### src/rtl/jump_control_unit_pkg.sv
// Shared definitions for the jump control unit: opcodes, FSM states and
// the branch-condition helper used by the decoder.
package jump_control_unit_pkg;

    localparam int OPC_W = 5;

    typedef logic [OPC_W-1:0] opcode_t;

    localparam opcode_t OP_JMP  = 5'b11000;
    localparam opcode_t OP_JZ   = 5'b11110;
    localparam opcode_t OP_JNZ  = 5'b11111;
    localparam opcode_t OP_JC   = 5'b11100;
    localparam opcode_t OP_JNC  = 5'b11101;
    localparam opcode_t OP_CALL = 5'b11001;
    localparam opcode_t OP_RET  = 5'b10001;
    localparam opcode_t OP_RETI = 5'b10000;

    // RUN decides normally; FLUSH swallows the wrong-path slot after a redirect.
    typedef enum logic {
        ST_RUN   = 1'b0,
        ST_FLUSH = 1'b1
    } jcu_state_e;

    // True when a plain jump-class opcode should redirect under the given flags.
    function automatic logic jump_taken(input opcode_t op, input logic z, input logic c);
        logic taken;
        case (op)
            OP_JMP:  taken = 1'b1;
            OP_JZ:   taken = z;
            OP_JNZ:  taken = !z;
            OP_JC:   taken = c;
            OP_JNC:  taken = !c;
            default: taken = 1'b0;
        endcase
        return taken;
    endfunction

endpackage

### src/rtl/jcu_ret_stack.sv
// Return stack for the jump control unit: a small LIFO of
// {return address, flags} entries with occupancy and full/empty status.
// Callers must not push when full or pop when empty; such requests are ignored.
module jcu_ret_stack #(
    parameter int WIDTH = 12,
    parameter int DEPTH = 4
) (
    input  logic                       clk,
    input  logic                       reset_n,
    input  logic                       push,
    input  logic                       pop,
    input  logic [WIDTH-1:0]           din,
    output logic [WIDTH-1:0]           dout,
    output logic                       full,
    output logic                       empty,
    output logic [$clog2(DEPTH):0]     depth
);

    localparam int PTR_W = $clog2(DEPTH);
    localparam logic [PTR_W:0] FULL_CNT = (PTR_W+1)'(DEPTH);
    localparam logic [PTR_W:0] CNT_ONE  = (PTR_W+1)'(1);

    logic [WIDTH-1:0] mem [DEPTH];
    logic [PTR_W:0]   count;
    logic [PTR_W-1:0] top_idx;

    assign full    = (count == FULL_CNT);
    assign empty   = (count == '0);
    assign depth   = count;
    // Wraps to DEPTH-1 when full, which is exactly the top entry.
    assign top_idx = count[PTR_W-1:0] - PTR_W'(1);
    assign dout    = mem[top_idx];

    // Occupancy counter; push has precedence but the caller never asserts both.
    always_ff @(posedge clk or negedge reset_n) begin
        if (!reset_n) begin
            count <= '0;
        end else if (push && !full) begin
            count <= count + CNT_ONE;
        end else if (pop && !empty) begin
            count <= count - CNT_ONE;
        end
    end

    // Entry storage written at the current occupancy index.
    // NOTE: the array is deliberately not reset; clearing count empties the
    // stack, and unreset storage maps onto plain RAM/flops without a reset tree.
    always_ff @(posedge clk) begin
        if (push && !full) begin
            mem[count[PTR_W-1:0]] <= din;
        end
    end

endmodule

### src/rtl/jump_control_unit.sv
// Jump/interrupt controller between decode and the PC mux. Decodes
// jumps, calls and returns, takes prioritised maskable interrupts, keeps
// {return address, flags} on a return stack and drives one-cycle
// redirect and flag-restore strobes one cycle after each decision.
module jump_control_unit
    import jump_control_unit_pkg::*;
#(
    parameter int          INS_W     = 20,
    parameter int          ADDR_W    = 8,
    parameter int          FLAG_W    = 4,
    parameter int          NUM_IRQ   = 4,
    parameter int          STK_DEPTH = 4,
    parameter int unsigned VEC_BASE  = 'hF0,
    parameter int          VEC_SHFT  = 1
) (
    input  logic                           clk,
    input  logic                           reset_n,
    input  logic                           ins_valid,
    input  logic [INS_W-1:0]               ins,
    input  logic [ADDR_W-1:0]              current_address,
    input  logic [FLAG_W-1:0]              flag_ex,
    input  logic [NUM_IRQ-1:0]             irq,
    input  logic                           irq_en,
    output logic [ADDR_W-1:0]              jmp_loc,
    output logic                           pc_mux_sel,
    output logic [FLAG_W-1:0]              flag_restore,
    output logic                           flag_restore_en,
    output logic [NUM_IRQ-1:0]             irq_ack,
    output logic [$clog2(STK_DEPTH):0]     stk_depth,
    output logic                           stk_err
);

    localparam int ENTRY_W = ADDR_W + FLAG_W;

    // Instruction fields
    opcode_t             opcode;
    logic [ADDR_W-1:0]   target;
    logic                flag_z;
    logic                flag_c;

    assign opcode = ins[INS_W-1 -: OPC_W];
    assign target = ins[ADDR_W-1:0];
    assign flag_z = flag_ex[1];
    assign flag_c = flag_ex[0];

    generate
        if (INS_W - OPC_W > ADDR_W) begin : g_spare_bits
            logic unused_ins_bits;
            assign unused_ins_bits = ^ins[INS_W-OPC_W-1:ADDR_W];
        end
    endgenerate

    // Return stack interface
    logic                stk_push;
    logic                stk_pop;
    logic [ENTRY_W-1:0]  stk_din;
    logic [ENTRY_W-1:0]  stk_dout;
    logic                stk_full;
    logic                stk_empty;

    jcu_ret_stack #(
        .WIDTH (ENTRY_W),
        .DEPTH (STK_DEPTH)
    ) u_ret_stack (
        .clk     (clk),
        .reset_n (reset_n),
        .push    (stk_push),
        .pop     (stk_pop),
        .din     (stk_din),
        .dout    (stk_dout),
        .full    (stk_full),
        .empty   (stk_empty),
        .depth   (stk_depth)
    );

    // Control state
    jcu_state_e          state;
    logic [NUM_IRQ-1:0]  in_service;

    // Interrupt selection results
    logic [NUM_IRQ-1:0]  irq_win;
    logic [ADDR_W-1:0]   irq_vec;
    logic                irq_found;
    logic                irq_take;
    logic [NUM_IRQ-1:0]  svc_lowest;

    // Pick the lowest-index request that outranks every in-service level,
    // and locate the currently active (highest-priority) in-service bit.
    always_comb begin
        logic blocked;
        logic svc_seen;
        // NOTE: combinational blocks use blocking '=' so the running
        // 'blocked'/'found' values propagate through the loop in order;
        // every output also gets a default first so no latch is inferred.
        irq_win    = '0;
        irq_vec    = '0;
        irq_found  = 1'b0;
        svc_lowest = '0;
        blocked    = 1'b0;
        svc_seen   = 1'b0;
        for (int i = 0; i < NUM_IRQ; i++) begin
            blocked = blocked | in_service[i];
            if (!irq_found && irq[i] && !blocked) begin
                irq_win[i] = 1'b1;
                irq_vec    = ADDR_W'(VEC_BASE + (i << VEC_SHFT));
                irq_found  = 1'b1;
            end
            if (!svc_seen && in_service[i]) begin
                svc_lowest[i] = 1'b1;
                svc_seen      = 1'b1;
            end
        end
    end

    assign irq_take = irq_found && irq_en && !stk_full && (state == ST_RUN);

    // Decision for this cycle
    logic                redirect;
    logic [ADDR_W-1:0]   redirect_tgt;
    logic                restore_en_nxt;
    logic [FLAG_W-1:0]   restore_nxt;
    logic [NUM_IRQ-1:0]  ack_nxt;
    logic [NUM_IRQ-1:0]  svc_set;
    logic [NUM_IRQ-1:0]  svc_clr;
    logic                err_nxt;

    // Resolve interrupt entry or the decoded instruction; interrupts win and
    // drop the instruction, and the FLUSH slot makes no decision at all.
    always_comb begin
        redirect       = 1'b0;
        redirect_tgt   = '0;
        restore_en_nxt = 1'b0;
        restore_nxt    = '0;
        ack_nxt        = '0;
        svc_set        = '0;
        svc_clr        = '0;
        err_nxt        = 1'b0;
        stk_push       = 1'b0;
        stk_pop        = 1'b0;
        stk_din        = '0;
        if (state == ST_RUN) begin
            if (irq_take) begin
                // Return to the interrupted instruction itself so it re-executes.
                stk_push     = 1'b1;
                stk_din      = {current_address, flag_ex};
                redirect     = 1'b1;
                redirect_tgt = irq_vec;
                ack_nxt      = irq_win;
                svc_set      = irq_win;
            end else if (ins_valid) begin
                case (opcode)
                    OP_JMP, OP_JZ, OP_JNZ, OP_JC, OP_JNC: begin
                        if (jump_taken(opcode, flag_z, flag_c)) begin
                            redirect     = 1'b1;
                            redirect_tgt = target;
                        end
                    end
                    OP_CALL: begin
                        if (stk_full) begin
                            err_nxt = 1'b1;
                        end else begin
                            stk_push     = 1'b1;
                            stk_din      = {current_address + ADDR_W'(1), flag_ex};
                            redirect     = 1'b1;
                            redirect_tgt = target;
                        end
                    end
                    OP_RET, OP_RETI: begin
                        if (stk_empty) begin
                            err_nxt = 1'b1;
                        end else begin
                            stk_pop      = 1'b1;
                            redirect     = 1'b1;
                            redirect_tgt = stk_dout[ENTRY_W-1 -: ADDR_W];
                            if (opcode == OP_RETI) begin
                                restore_en_nxt = 1'b1;
                                restore_nxt    = stk_dout[FLAG_W-1:0];
                                svc_clr        = svc_lowest;
                            end
                        end
                    end
                    default: ;
                endcase
            end
        end
    end

    // FSM, in-service mask, sticky error and registered one-cycle outputs.
    always_ff @(posedge clk or negedge reset_n) begin
        if (!reset_n) begin
            state           <= ST_RUN;
            in_service      <= '0;
            stk_err         <= 1'b0;
            pc_mux_sel      <= 1'b0;
            jmp_loc         <= '0;
            flag_restore    <= '0;
            flag_restore_en <= 1'b0;
            irq_ack         <= '0;
        end else begin
            case (state)
                ST_RUN:   state <= redirect ? ST_FLUSH : ST_RUN;
                ST_FLUSH: state <= ST_RUN;
                default:  state <= ST_RUN;
            endcase
            in_service      <= (in_service & ~svc_clr) | svc_set;
            stk_err         <= stk_err | err_nxt;
            pc_mux_sel      <= redirect;
            jmp_loc         <= redirect_tgt;
            flag_restore    <= restore_nxt;
            flag_restore_en <= restore_en_nxt;
            irq_ack         <= ack_nxt;
        end
    end

endmodule
### config.mk
export PLATFORM = sky130hd
export DESIGN_NAME = jump_control_unit
export DESIGN_NICKNAME = d
export VERILOG_FILES = /design/src/rtl/jump_control_unit_pkg.sv /design/src/rtl/jcu_ret_stack.sv /design/src/rtl/jump_control_unit.sv
export SDC_FILE = /design/constraint.sdc
export NUM_CORES = 1
export LEC_CHECK = 0
export CORE_ASPECT_RATIO = 1.75
export CORE_MARGIN = 10
export CORE_UTILIZATION = 53
export DETAILED_ROUTE_END_ITERATION = 10
export PLACE_DENSITY = 0.87
export RECOVER_POWER = 100
export SYNTH_ARGS = -nofsm -noshare
export SYNTH_HDL_FRONTEND = slang
export SYNTH_HIERARCHICAL = 1
export SYNTH_SLANG_ARGS = --single-unit
### constraint.sdc
create_clock -name clk -period 9.1 [get_ports clk]
set_input_delay 0.91 -clock clk [delete_from_list [all_inputs] [get_ports clk]]
set_output_delay 0.91 -clock clk [all_outputs]
set_load 0.005 [all_outputs]
==> results.sh <==
export IMPL_die_x_um=80.7
export IMPL_finalClockSkew_ps=7.51
export IMPL_dp_hpwl_um=5270
export IMPL_finalNetCount=350
export IMPL_switching_share_pct=30.9
export IMPL_rsz0062_at_grt="no"
export IMPL_finalHoldViolCount=0
export IMPL_synthesis_area_um2=3410
export IMPL_worst_hold_path_type="flip-flop to flip-flop"
export IMPL_coreArea_um2=6230
export IMPL_grt_pass1_vias=2452
export IMPL_cts_made_buffers=9
export IMPL_slew_headroom_pct=5.97
export IMPL_power_density_nw_per_um2=222
export IMPL_grtUsageTotal_pct=14.9
export IMPL_synth_edf_count=48
export IMPL_tightest_slew_ps=1400
export IMPL_tns_ps=0
export IMPL_max_freq_mhz=212
export IMPL_synthCells=244
export IMPL_ant_nets=0
export IMPL_clock_path_buffers=2
export IMPL_fin_crit_sh_pct=51.9
export IMPL_post_route_drc_count=0
export IMPL_drv_cap=0
export IMPL_finalCriticalPeriod_ps=4730
export IMPL_place_area_um2=4010
export IMPL_sequentialPowerShare_pct=47.0
export IMPL_n_fill_cell=446
export IMPL_syn_avg_cell_area_um2=14.0
export IMPL_ys_ff_latch=74
export IMPL_routedWlPerCell_um=18.6
export IMPL_start_kind="flip-flop"
export IMPL_critPathMaxFanout=17
export IMPL_final_util_pct=66.4
export IMPL_p_comb_share_pct=29.8
export IMPL_internal_power_uw=635
export IMPL_initial_core_util_pct=54.8
export IMPL_max_vdd_ir_drop_mv=0.109
export IMPL_fin_cells=389
export IMPL_die_area_um2=10200
export IMPL_ys_seq_area_share_pct=61.3
export IMPL_setup_viol=0
export IMPL_via_per_inst=5.92
export IMPL_gp_congestion=0.792
export IMPL_grt_overflow=0
export IMPL_crit_path_end_kind="flip-flop"
export IMPL_grt_pass1_wl_um=11700
export IMPL_dp_cells=373
export IMPL_power_frac_clock_pct=23.2
export IMPL_fp_dieH_um=126
export IMPL_synth_async_reset_ratio_pct=35.1
export IMPL_drive_gt1_share_pct=8.74
export IMPL_rows=38
export IMPL_outcome="completed"
export IMPL_cts_max_level=3
export IMPL_grt_antenna_before_repair=0
export IMPL_slew_viol_final=0
export IMPL_io_buffers=54
export IMPL_cts_tree="built"
export IMPL_synth_flop_cell="edfxtp_1"
export IMPL_arrival_ps=4960
export IMPL_cts_hold_buf=0
export IMPL_critPathRequiredTime_ps=9340
export IMPL_grt_max_degree=27
export IMPL_ys_warn_count=6
export IMPL_power_switching_uw=284
export IMPL_cts_root_buf="clkbuf_8"
export IMPL_post_cts_buffers=0
export IMPL_clk_latency_ps=350
export IMPL_final_area_um2=4140
export IMPL_synth_cell_types=55
export IMPL_wl_um=7230
export IMPL_area_growth_synth_to_final_pct=21.3
export IMPL_num_vias=2304
export IMPL_synth_area_leaders="edfxtp_1 42%, dfrtp_1 19%, mux4_2 5.9%"
export IMPL_crit_type="flip-flop to flip-flop"
export IMPL_synth_top_area_share_pct=42.2
export IMPL_clk_pin_slew_ps=70
export IMPL_synth_nets=290
export IMPL_diodes=0
export IMPL_first_pass_iters=4
export IMPL_cts_resized=0
export IMPL_drtIter0Drc=160
export IMPL_clock_sinks=74
export IMPL_p_leak_nw=1.59
export IMPL_io_pin_count=62
export IMPL_netlist_top_cell_by_area="edfxtp_1"
[cells in the mapped netlist, types with 2 or more instances]
| library cell | number |
|---|---|
| a211oi_1 | 2 |
| a21o_1 | 2 |
| a21oi_1 | 22 |
| a221oi_1 | 2 |
| a31oi_1 | 5 |
| and2_1 | 9 |
| and3_1 | 3 |
| buf_2 | 2 |
| buf_4 | 2 |
| buf_6 | 2 |
| dfrtp_1 | 26 |
| edfxtp_1 | 48 |
| ha_1 | 6 |
| inv_1 | 10 |
| mux2i_1 | 2 |
| mux4_1 | 3 |
| mux4_2 | 9 |
| nand2_1 | 13 |
| nand2b_1 | 5 |
| nand4_1 | 2 |
| nor2_1 | 7 |
| nor2b_1 | 2 |
| nor3_1 | 4 |
| nor4_1 | 2 |
| nor4bb_1 | 2 |
| o21ai_0 | 14 |
| o311a_1 | 2 |
| o31ai_1 | 2 |
| or3_1 | 6 |
| xnor2_1 | 3 |
[sequential cells by signal, summed over array words and instances, names as in the netlist]
signal and flops:
in_service 4, flag_restore_en 1, u_ret_stack/mem 48, jmp_loc 8
stk_err 1, flag_restore 4, irq_ack 4, pc_mux_sel 1
u_ret_stack/depth 3
[cell usage in the layout, fill, tap and decap left out, drive strengths merged, types with 2 or more instances in the layout]
cell type	count
o311a	2
or3	7
mux2i	2
dfrtp	26
a211oi	2
a21o	2
a21oi	22
nor4bb	2
nor2b	2
or3b	2
clkbuf	16
nor3	6
o31ai	2
o21ai	15
nor2	7
mux4	12
nand2	13
clkdlybuf4s50	31
xnor2	3
edfxtp	48
a221oi	2
and2	9
dlygate4sd3	23
and3	4
inv	11
nand2b	5
nor4	3
ha	6
nand4	2
a31oi	5
[per-stage QoR]
stage          setup WS, ps  hold slack (ps)  total power [mW]
2_1_floorplan          5840              444             0.635
3_3_place_gp           5010              459             0.710
3_5_place_dp           4860              462             0.720
4_1_cts                4810              477             0.934
5_1_grt                4000              503             0.965
6_report               4370              466             0.919
[worst max-delay path, cell delays in order (launching register included)]
cell     delay [ps]
dfrtp_1         910
inv_1           220
ha_1            340
nand2_1         190
inv_1           150
nor3b_1         380
o21ai_0         430
a21o_1          410
inv_1           350
nand2_1         130
xnor2_1         160
ha_1            230
nor4b_1         410
o21ai_0         170
o311a_1         130
[kinds of logic after synthesis]
logic type	count (synthesis)	synth area share, %
xor+xnor	4	1.03
mux	14	8.84
simple gates	71	13.8
buf+inv	17	2.60
flops	74	61.3
fa+ha+maj	6	2.20
compound gates	58	10.2
[final timing paths]
kind / depth (start not counted) / slack, ps / to / startpoint
worst max-delay path: 14 / 4370 / u_ret_stack/depth[2] / u_ret_stack/depth[0]
worst min-delay path: 2 / 470 / stk_err / stk_err
worst max register to register: 14 / 4370 / u_ret_stack/depth[2] / u_ret_stack/depth[0]
worst min register to register: 2 / 470 / stk_err / stk_err
max in group asynchronous: 2 / 6920 / flag_restore_en / reset_n
min in group asynchronous: 2 / 1390 / in_service[2] / reset_n
[power by group through the flow]
stage | Combinational (mW) | Clock (mW) | Sequential [mW]
after CTS | 0.281 | 0.219 | 0.434
final | 0.274 | 0.214 | 0.432
after global placement | 0.271 | 0 | 0.439
after global routing | 0.295 | 0.231 | 0.439
after detailed placement | 0.280 | 0 | 0.441
after floorplan | 0.213 | 0 | 0.422
[layout make-up]
cell class | instances | area, um^2 | area share, %
well taps | 80 | 100 | 2.42
clock inverters | 1 | 3.75 | 0.0907
inverters | 11 | 41.3 | 0.998
flip-flops and latches | 74 | 2090 | 50.6
clock buffers | 15 | 156 | 3.78
repair buffers | 55 | 544 | 13.2
multi-input cells | 153 | 1200 | 29.0
[metal layers]
layer	global-route usage, %	share of wire (%)
met4	11.6	4.1
met5	0	0
met1	15.5	36
met3	3.21	6.6
met2	24.9	53
(Power assumes the default switching activity.)
